File: src/rtl/lzc_pipe_if.sv
// lzc_pipe_if: valid/ready handshake bundle for the pipelined leading-zero counter.
// The master side drives operands and accepts results; the slave side is the counter.
interface lzc_pipe_if #(
  parameter int WIDTH = 16,
  parameter int TAG_W = 4
);
  localparam int CW = $clog2(WIDTH);

  logic             in_valid;
  logic             in_ready;
  logic [WIDTH-1:0] in_data;
  logic [TAG_W-1:0] in_tag;
  logic             out_valid;
  logic             out_ready;
  logic [CW-1:0]    out_cnt;
  logic             out_zero;
  logic [TAG_W-1:0] out_tag;

  modport master (
    output in_valid, in_data, in_tag, out_ready,
    input  in_ready, out_valid, out_cnt, out_zero, out_tag
  );

  modport slave (
    input  in_valid, in_data, in_tag, out_ready,
    output in_ready, out_valid, out_cnt, out_zero, out_tag
  );
endinterface

File: src/rtl/lzc_pipe.sv
// lzc_pipe: pipelined leading-zero counter built as a radix-2 tree of 2-bit leaf
// cells, with one register bank after every tree level (CW stages in total).
// All stages advance together whenever the output slot is empty or being consumed.
// Optional feature macro LZC_APPROX_EN: the low APPROX_LSB operand bits are forced
// to zero before the leaf level, which makes their leaf cells constant.
//
// Partial (p, v) vectors of every level are packed into two flat vectors:
//   level l has WIDTH>>(l+1) nodes, each node has an (l+1)-bit p and a 1-bit v.
//   v of level l starts at WIDTH - (WIDTH>>l); p of level l starts at p_off(l).
//   Node k of a level covers a more significant field than node k-1.
module lzc_pipe #(
  parameter int WIDTH      = 16,
  parameter int TAG_W      = 4,
  parameter int APPROX_LSB = 4
) (
  input  logic        clk,
  input  logic        rst_n,
  lzc_pipe_if.slave   bus
);

  localparam int CW = $clog2(WIDTH);

`ifdef LZC_APPROX_EN
  localparam bit APPROX_EN = 1'b1;
`else
  localparam bit APPROX_EN = 1'b0;
`endif

  // With the feature off the mask keeps every bit, so the count is exact.
  localparam int             MASK_LSB  = APPROX_EN ? APPROX_LSB : 0;
  localparam logic [WIDTH-1:0] KEEP_MASK = {WIDTH{1'b1}} << MASK_LSB;

  // Bit offset of the first p field of a tree level inside the flat p vector.
  function automatic int p_off(input int lvl);
    int s;
    s = 0;
    for (int i = 0; i < lvl; i++) begin
      s += (WIDTH >> (i + 1)) * (i + 1);
    end
    return s;
  endfunction

  // Bit offset of the first v flag of a tree level inside the flat v vector.
  function automatic int v_off(input int lvl);
    return WIDTH - (WIDTH >> lvl);
  endfunction

  localparam int P_TOT  = p_off(CW);
  localparam int V_TOT  = WIDTH - 1;
  localparam int ROOT_P = p_off(CW - 1);
  localparam int ROOT_V = v_off(CW - 1);

  logic [WIDTH-1:0]    din_s;
  logic                adv_s;
  logic [P_TOT-1:0]    p_d, p_q;
  logic [V_TOT-1:0]    v_d, v_q;
  logic [CW-1:0]       vld_q;
  logic [CW*TAG_W-1:0] tag_q;

  assign din_s = bus.in_data & KEEP_MASK;

  // Global advance: the pipe moves when the output slot is free or being taken.
  assign adv_s        = ~vld_q[CW-1] | bus.out_ready;
  assign bus.in_ready = adv_s;

  // Tree logic: leaf cells from the operand, merge cells from the previous stage.
  always_comb begin
    p_d = '0;
    v_d = '0;
    for (int k = 0; k < WIDTH / 2; k++) begin
      v_d[k] = din_s[2*k+1] | din_s[2*k];
      p_d[k] = ~din_s[2*k+1];
    end
    for (int l = 1; l < CW; l++) begin
      for (int j = 0; j < (WIDTH >> (l + 1)); j++) begin
        // Left (more significant) child is node 2j+1, right child is node 2j.
        v_d[v_off(l) + j] = v_q[v_off(l-1) + 2*j + 1] | v_q[v_off(l-1) + 2*j];
        for (int b = 0; b < l; b++) begin
          p_d[p_off(l) + j*(l+1) + b] = v_q[v_off(l-1) + 2*j + 1]
                                      ? p_q[p_off(l-1) + (2*j+1)*l + b]
                                      : p_q[p_off(l-1) + 2*j*l + b];
        end
        p_d[p_off(l) + j*(l+1) + l] = ~v_q[v_off(l-1) + 2*j + 1];
      end
    end
  end

  // Stage registers: reset flushes everything, otherwise load on advance or hold.
  always_ff @(posedge clk) begin
    if (!rst_n) begin
      p_q   <= '0;
      v_q   <= '0;
      vld_q <= '0;
      tag_q <= '0;
    end else if (adv_s) begin
      p_q   <= p_d;
      v_q   <= v_d;
      vld_q <= {vld_q[CW-2:0], bus.in_valid};
      tag_q <= {tag_q[(CW-1)*TAG_W-1:0], bus.in_tag};
    end else begin
      p_q   <= p_q;
      v_q   <= v_q;
      vld_q <= vld_q;
      tag_q <= tag_q;
    end
  end

  // Root of the tree drives the result; zero is qualified by valid so it reads 0 after reset.
  assign bus.out_valid = vld_q[CW-1];
  assign bus.out_cnt   = p_q[ROOT_P +: CW];
  assign bus.out_zero  = vld_q[CW-1] & ~v_q[ROOT_V];
  assign bus.out_tag   = tag_q[CW*TAG_W-1 -: TAG_W];

endmodule

File: src/flat_wrapper.sv
// flat-port wrapper written by rule: the top's interface ports become plain ports
module lzc_pipe_flat 
#(
  parameter int WIDTH      = 16,
  parameter int TAG_W      = 4,
  parameter int APPROX_LSB = 4
)
  (clk, rst_n, bus_in_valid, bus_in_data, bus_in_tag, bus_out_ready, bus_in_ready, bus_out_valid, bus_out_cnt, bus_out_zero, bus_out_tag);
  lzc_pipe_if #(.WIDTH(WIDTH), .TAG_W(TAG_W)) bus_i ();
  input  logic clk;
  input  logic rst_n;
  input wire logic [$bits(bus_i.in_valid)-1:0] bus_in_valid;
  input wire logic [$bits(bus_i.in_data)-1:0] bus_in_data;
  input wire logic [$bits(bus_i.in_tag)-1:0] bus_in_tag;
  input wire logic [$bits(bus_i.out_ready)-1:0] bus_out_ready;
  output wire logic [$bits(bus_i.in_ready)-1:0] bus_in_ready;
  output wire logic [$bits(bus_i.out_valid)-1:0] bus_out_valid;
  output wire logic [$bits(bus_i.out_cnt)-1:0] bus_out_cnt;
  output wire logic [$bits(bus_i.out_zero)-1:0] bus_out_zero;
  output wire logic [$bits(bus_i.out_tag)-1:0] bus_out_tag;
  assign bus_i.in_valid = bus_in_valid;
  assign bus_i.in_data = bus_in_data;
  assign bus_i.in_tag = bus_in_tag;
  assign bus_i.out_ready = bus_out_ready;
  assign bus_in_ready = bus_i.in_ready;
  assign bus_out_valid = bus_i.out_valid;
  assign bus_out_cnt = bus_i.out_cnt;
  assign bus_out_zero = bus_i.out_zero;
  assign bus_out_tag = bus_i.out_tag;
  lzc_pipe #(.WIDTH(WIDTH), .TAG_W(TAG_W), .APPROX_LSB(APPROX_LSB)) u_core (.clk(clk), .rst_n(rst_n), .bus(bus_i));
endmodule
File: config.mk
export PLATFORM = sky130hd
export DESIGN_NAME = lzc_pipe_flat
export DESIGN_NICKNAME = d
export VERILOG_FILES = /design/src/rtl/lzc_pipe_if.sv /design/src/rtl/lzc_pipe.sv /design/src/flat_wrapper.sv
export SDC_FILE = /design/constraint.sdc
export NUM_CORES = 1
export LEC_CHECK = 0
export ABC_AREA = 1
export CAP_MARGIN = 0
export CORE_ASPECT_RATIO = 0.7
export CORE_MARGIN = 2
export CORE_UTILIZATION = 45
export DETAILED_ROUTE_END_ITERATION = 16
export PLACE_DENSITY = 0.69
export SYNTH_ARGS = -nofsm -noshare
export SYNTH_HDL_FRONTEND = slang
export SYNTH_SLANG_ARGS = --single-unit
File: constraint.sdc
create_clock -name clk -period 1.25 [get_ports clk]
set_input_delay 0.25 -clock clk [delete_from_list [all_inputs] [get_ports clk]]
set_output_delay 0.25 -clock clk [all_outputs]
set_load 0.02 [all_outputs]
==> metrics.txt <==
commonest cells after routing, fill and taps aside nand2_1, inv_1, nor2_1, dfxtp_1, nand3_1; most common cell after layout, fill and taps aside nand2_1; final setup violation count 1; VDD IR max 0.000569 V; P per Cell Area 1420 nW/µm²; fin crit period 1.26 ns; net switching fraction of the power 22.4%; Row Count 23; unrepaired setup endpoints after global routing true; Mapped Cells 417; Nets 470; syn_nets 441; drt drc 0; Comb pwr share 10.8%; Final Instance Area 3350 µm²; yosys warns 0; setup TNS -0.0138 ns; first-pass GRT wire length 9.09 mm; # IOs 35; slew margin rel. 72.4%; worst slew pin tran 0.413 ns; total gr overflow 0; Yosys cell types 14; n_diodes 0; clk slew on worst S/H paths 0.06 ns; Antenna Nets Post-Route 0; floorplan core area 5780 µm²; worst reg-to-reg setup slack 0.04 ns; Seq pwr share 45.2%; Area Overhead vs Synth 23.1%; largest net degree at the start of global routing 42; Clock Tree Root clkbuf_8; Critical Path Start Type flip-flop; run status finished, violations left; final hold viol count 0; max-cap violations 0; H-tree Lvls 3; synthesized area per cell 6.52 µm²; reg2reg start u_core.vld_q[3]$_SDFFE_PN0P_; TritonCTS buffer count 9; skew final 0.00781 ns; beginning of the worst hold path u_core.vld_q[2]$_SDFFE_PN0P_; Placement Cell Area 3110 µm²; Clock Tree Buf Depth 2; Clock Latency Late Sink 0.34 ns; multi-input combinational cell area 1090 µm²; initial antenna violation count 0; IO Port Bufs 34; CTS sink cnt 61; initial core utilization 47.0%; Yosys reg bits 61; worst r2r path cells 8; WL final 5.07 mm; CP Data Required Time 1.00 ns; Die Wd 96.9 µm; Leakage 0.00162 µW; Clock power frac 44.0%; worst reg2reg endpoint u_core.tag_q[6]$_SDFFE_PN0P_; Filler cells 561; fin. max-slew vios 0; worst-path maximum fanout 2; CP Class reg -> out; Register Area 1220 µm²; post-synthesis sequential area ratio 44.9%; GP Congestion 0.741; First-pass DRT Iterations 4; f_max 791 MHz; cell count of the worst hold path 2; failing checks negative setup slack; Sw Pwr 1070 µW; DP HPWL 3.21 mm; Post-Syn Area 2720 µm²; share of layout cells above drive strength 1 9.98%; DIE AREA 6690 µm²; fin crit share 101%; HP Class reg -> reg; WP data arrival 1.01 ns; vias in the first global route 2124; die height 69.0 µm; CTS tree built; Via density 4.46; setup ws final -0.0138 ns; DR vias 2344; starting DRC count in detailed routing 108; Hold Path Sink u_core.vld_q[3]$_SDFFE_PN0P_; Total GRT Usage 16.5%; internal power 3690 µW; CP endpoint kind primary output; drt wl/cell 9.64 µm
## area by class of cell
class	instances	area share, %
flip-flops and latches	61	36.5
clock inverters	4	2.84
inverters	63	7.14
multi-input cells	262	32.6
repair buffers	49	13.7
clock buffers	12	4.34
well taps	75	2.80
## sequential cells by signal (all words and copies together), names as in the netlist
signal and cells:
u_core.p_q 26, u_core.vld_q 4, u_core.tag_q 16, u_core.v_q 15
## synthesized netlist by cell type
library cell / number / area [µm²]
nand3_1: 41 / 205
buf_2: 12 / 60.1
inv_2: 2 / 7.51
nand2_2: 1 / 6.26
a21oi_1: 31 / 155
dfxtp_1: 61 / 1220
inv_1: 61 / 229
nor2_4: 1 / 11.3
clkbuf_1: 7 / 26.3
buf_1: 1 / 3.75
buf_4: 10 / 75.1
nor2_1: 61 / 229
buf_6: 1 / 11.3
nand2_1: 127 / 477
## per-stage QoR
step / worst slack [ns] / cells / utilization, % / hold WS [ns] / total power [µW]
after floorplan: 0.0695 / 417 / - / 0.385 / 2530
after global placement: -0.493 / 508 / 53.8 / 0.449 / 2700
after detailed placement: -0.495 / 508 / 53.8 / 0.458 / 2720
after CTS: -0.0499 / 525 / 58.2 / 0.467 / 4820
after global routing: -0.0750 / 526 / 57.8 / 0.487 / 5000
final: -0.0138 / 526 / 57.8 / 0.462 / 4750
## what timing repair did
item / 4_1_cts / 5_1_grt
hold buffers: 0 / 0
buffers inserted: 1 / 1
gates resized for setup: 37 / 9
pin swaps: 0 / 1
setup endpoints to repair: 11 / 23
## critical path, cell delays in order, from the launching register on
cell	delay, ns
dfxtp_2	0.34
buf_6	0.11
inv_4	0.04
nor2_2	0.08
buf_6	0.12
## cell families (layout without fill, tap and decap cells)
family	count (synthesis)	in the layout	share of synthesized area, %
flip-flops	61	61	44.9
AND/OR/NAND/NOR	231	231	34.2
buffers and inverters	94	128	15.2
AO/OA/AOI/OAI	31	31	5.71
## layer usage
metal | track usage, % | up-vias | part of all wire [%]
met5 | 0 | - | 0
met4 | 6.10 | 0 | 1.2
met3 | 6.19 | 10 | 5.3
met2 | 25.8 | 37 | 42
met1 | 21.0 | 1002 | 52
li1 | - | 1295 | -
## power by group through the flow
stage          combinational, µW  clock, µW  sequential (µW)
2_1_floorplan                358          0             2180
3_3_place_gp                 517          0             2190
3_5_place_dp                 523          0             2190
4_1_cts                      522       2140             2150
5_1_grt                      595       2240             2170
6_report                     514       2090             2150
## worst max-delay path by stage
stage	cells past startpoint	to	slack (ns)	from
finish	4	bus_out_zero	-0.01	u_core.vld_q[3]$_SDFFE_PN0P_
global route	4	bus_out_zero	-0.07	u_core.vld_q[3]$_SDFFE_PN0P_
CTS	4	bus_out_zero	-0.05	u_core.vld_q[3]$_SDFFE_PN0P_
detailed placement	4	bus_in_ready	-0.49	bus_out_ready
global placement	4	bus_in_ready	-0.49	bus_out_ready
floorplan	7	u_core.tag_q[10]$_SDFFE_PN0P_	0.07	u_core.vld_q[3]$_SDFFE_PN0P_
Power figures use the tool's default switching activity.
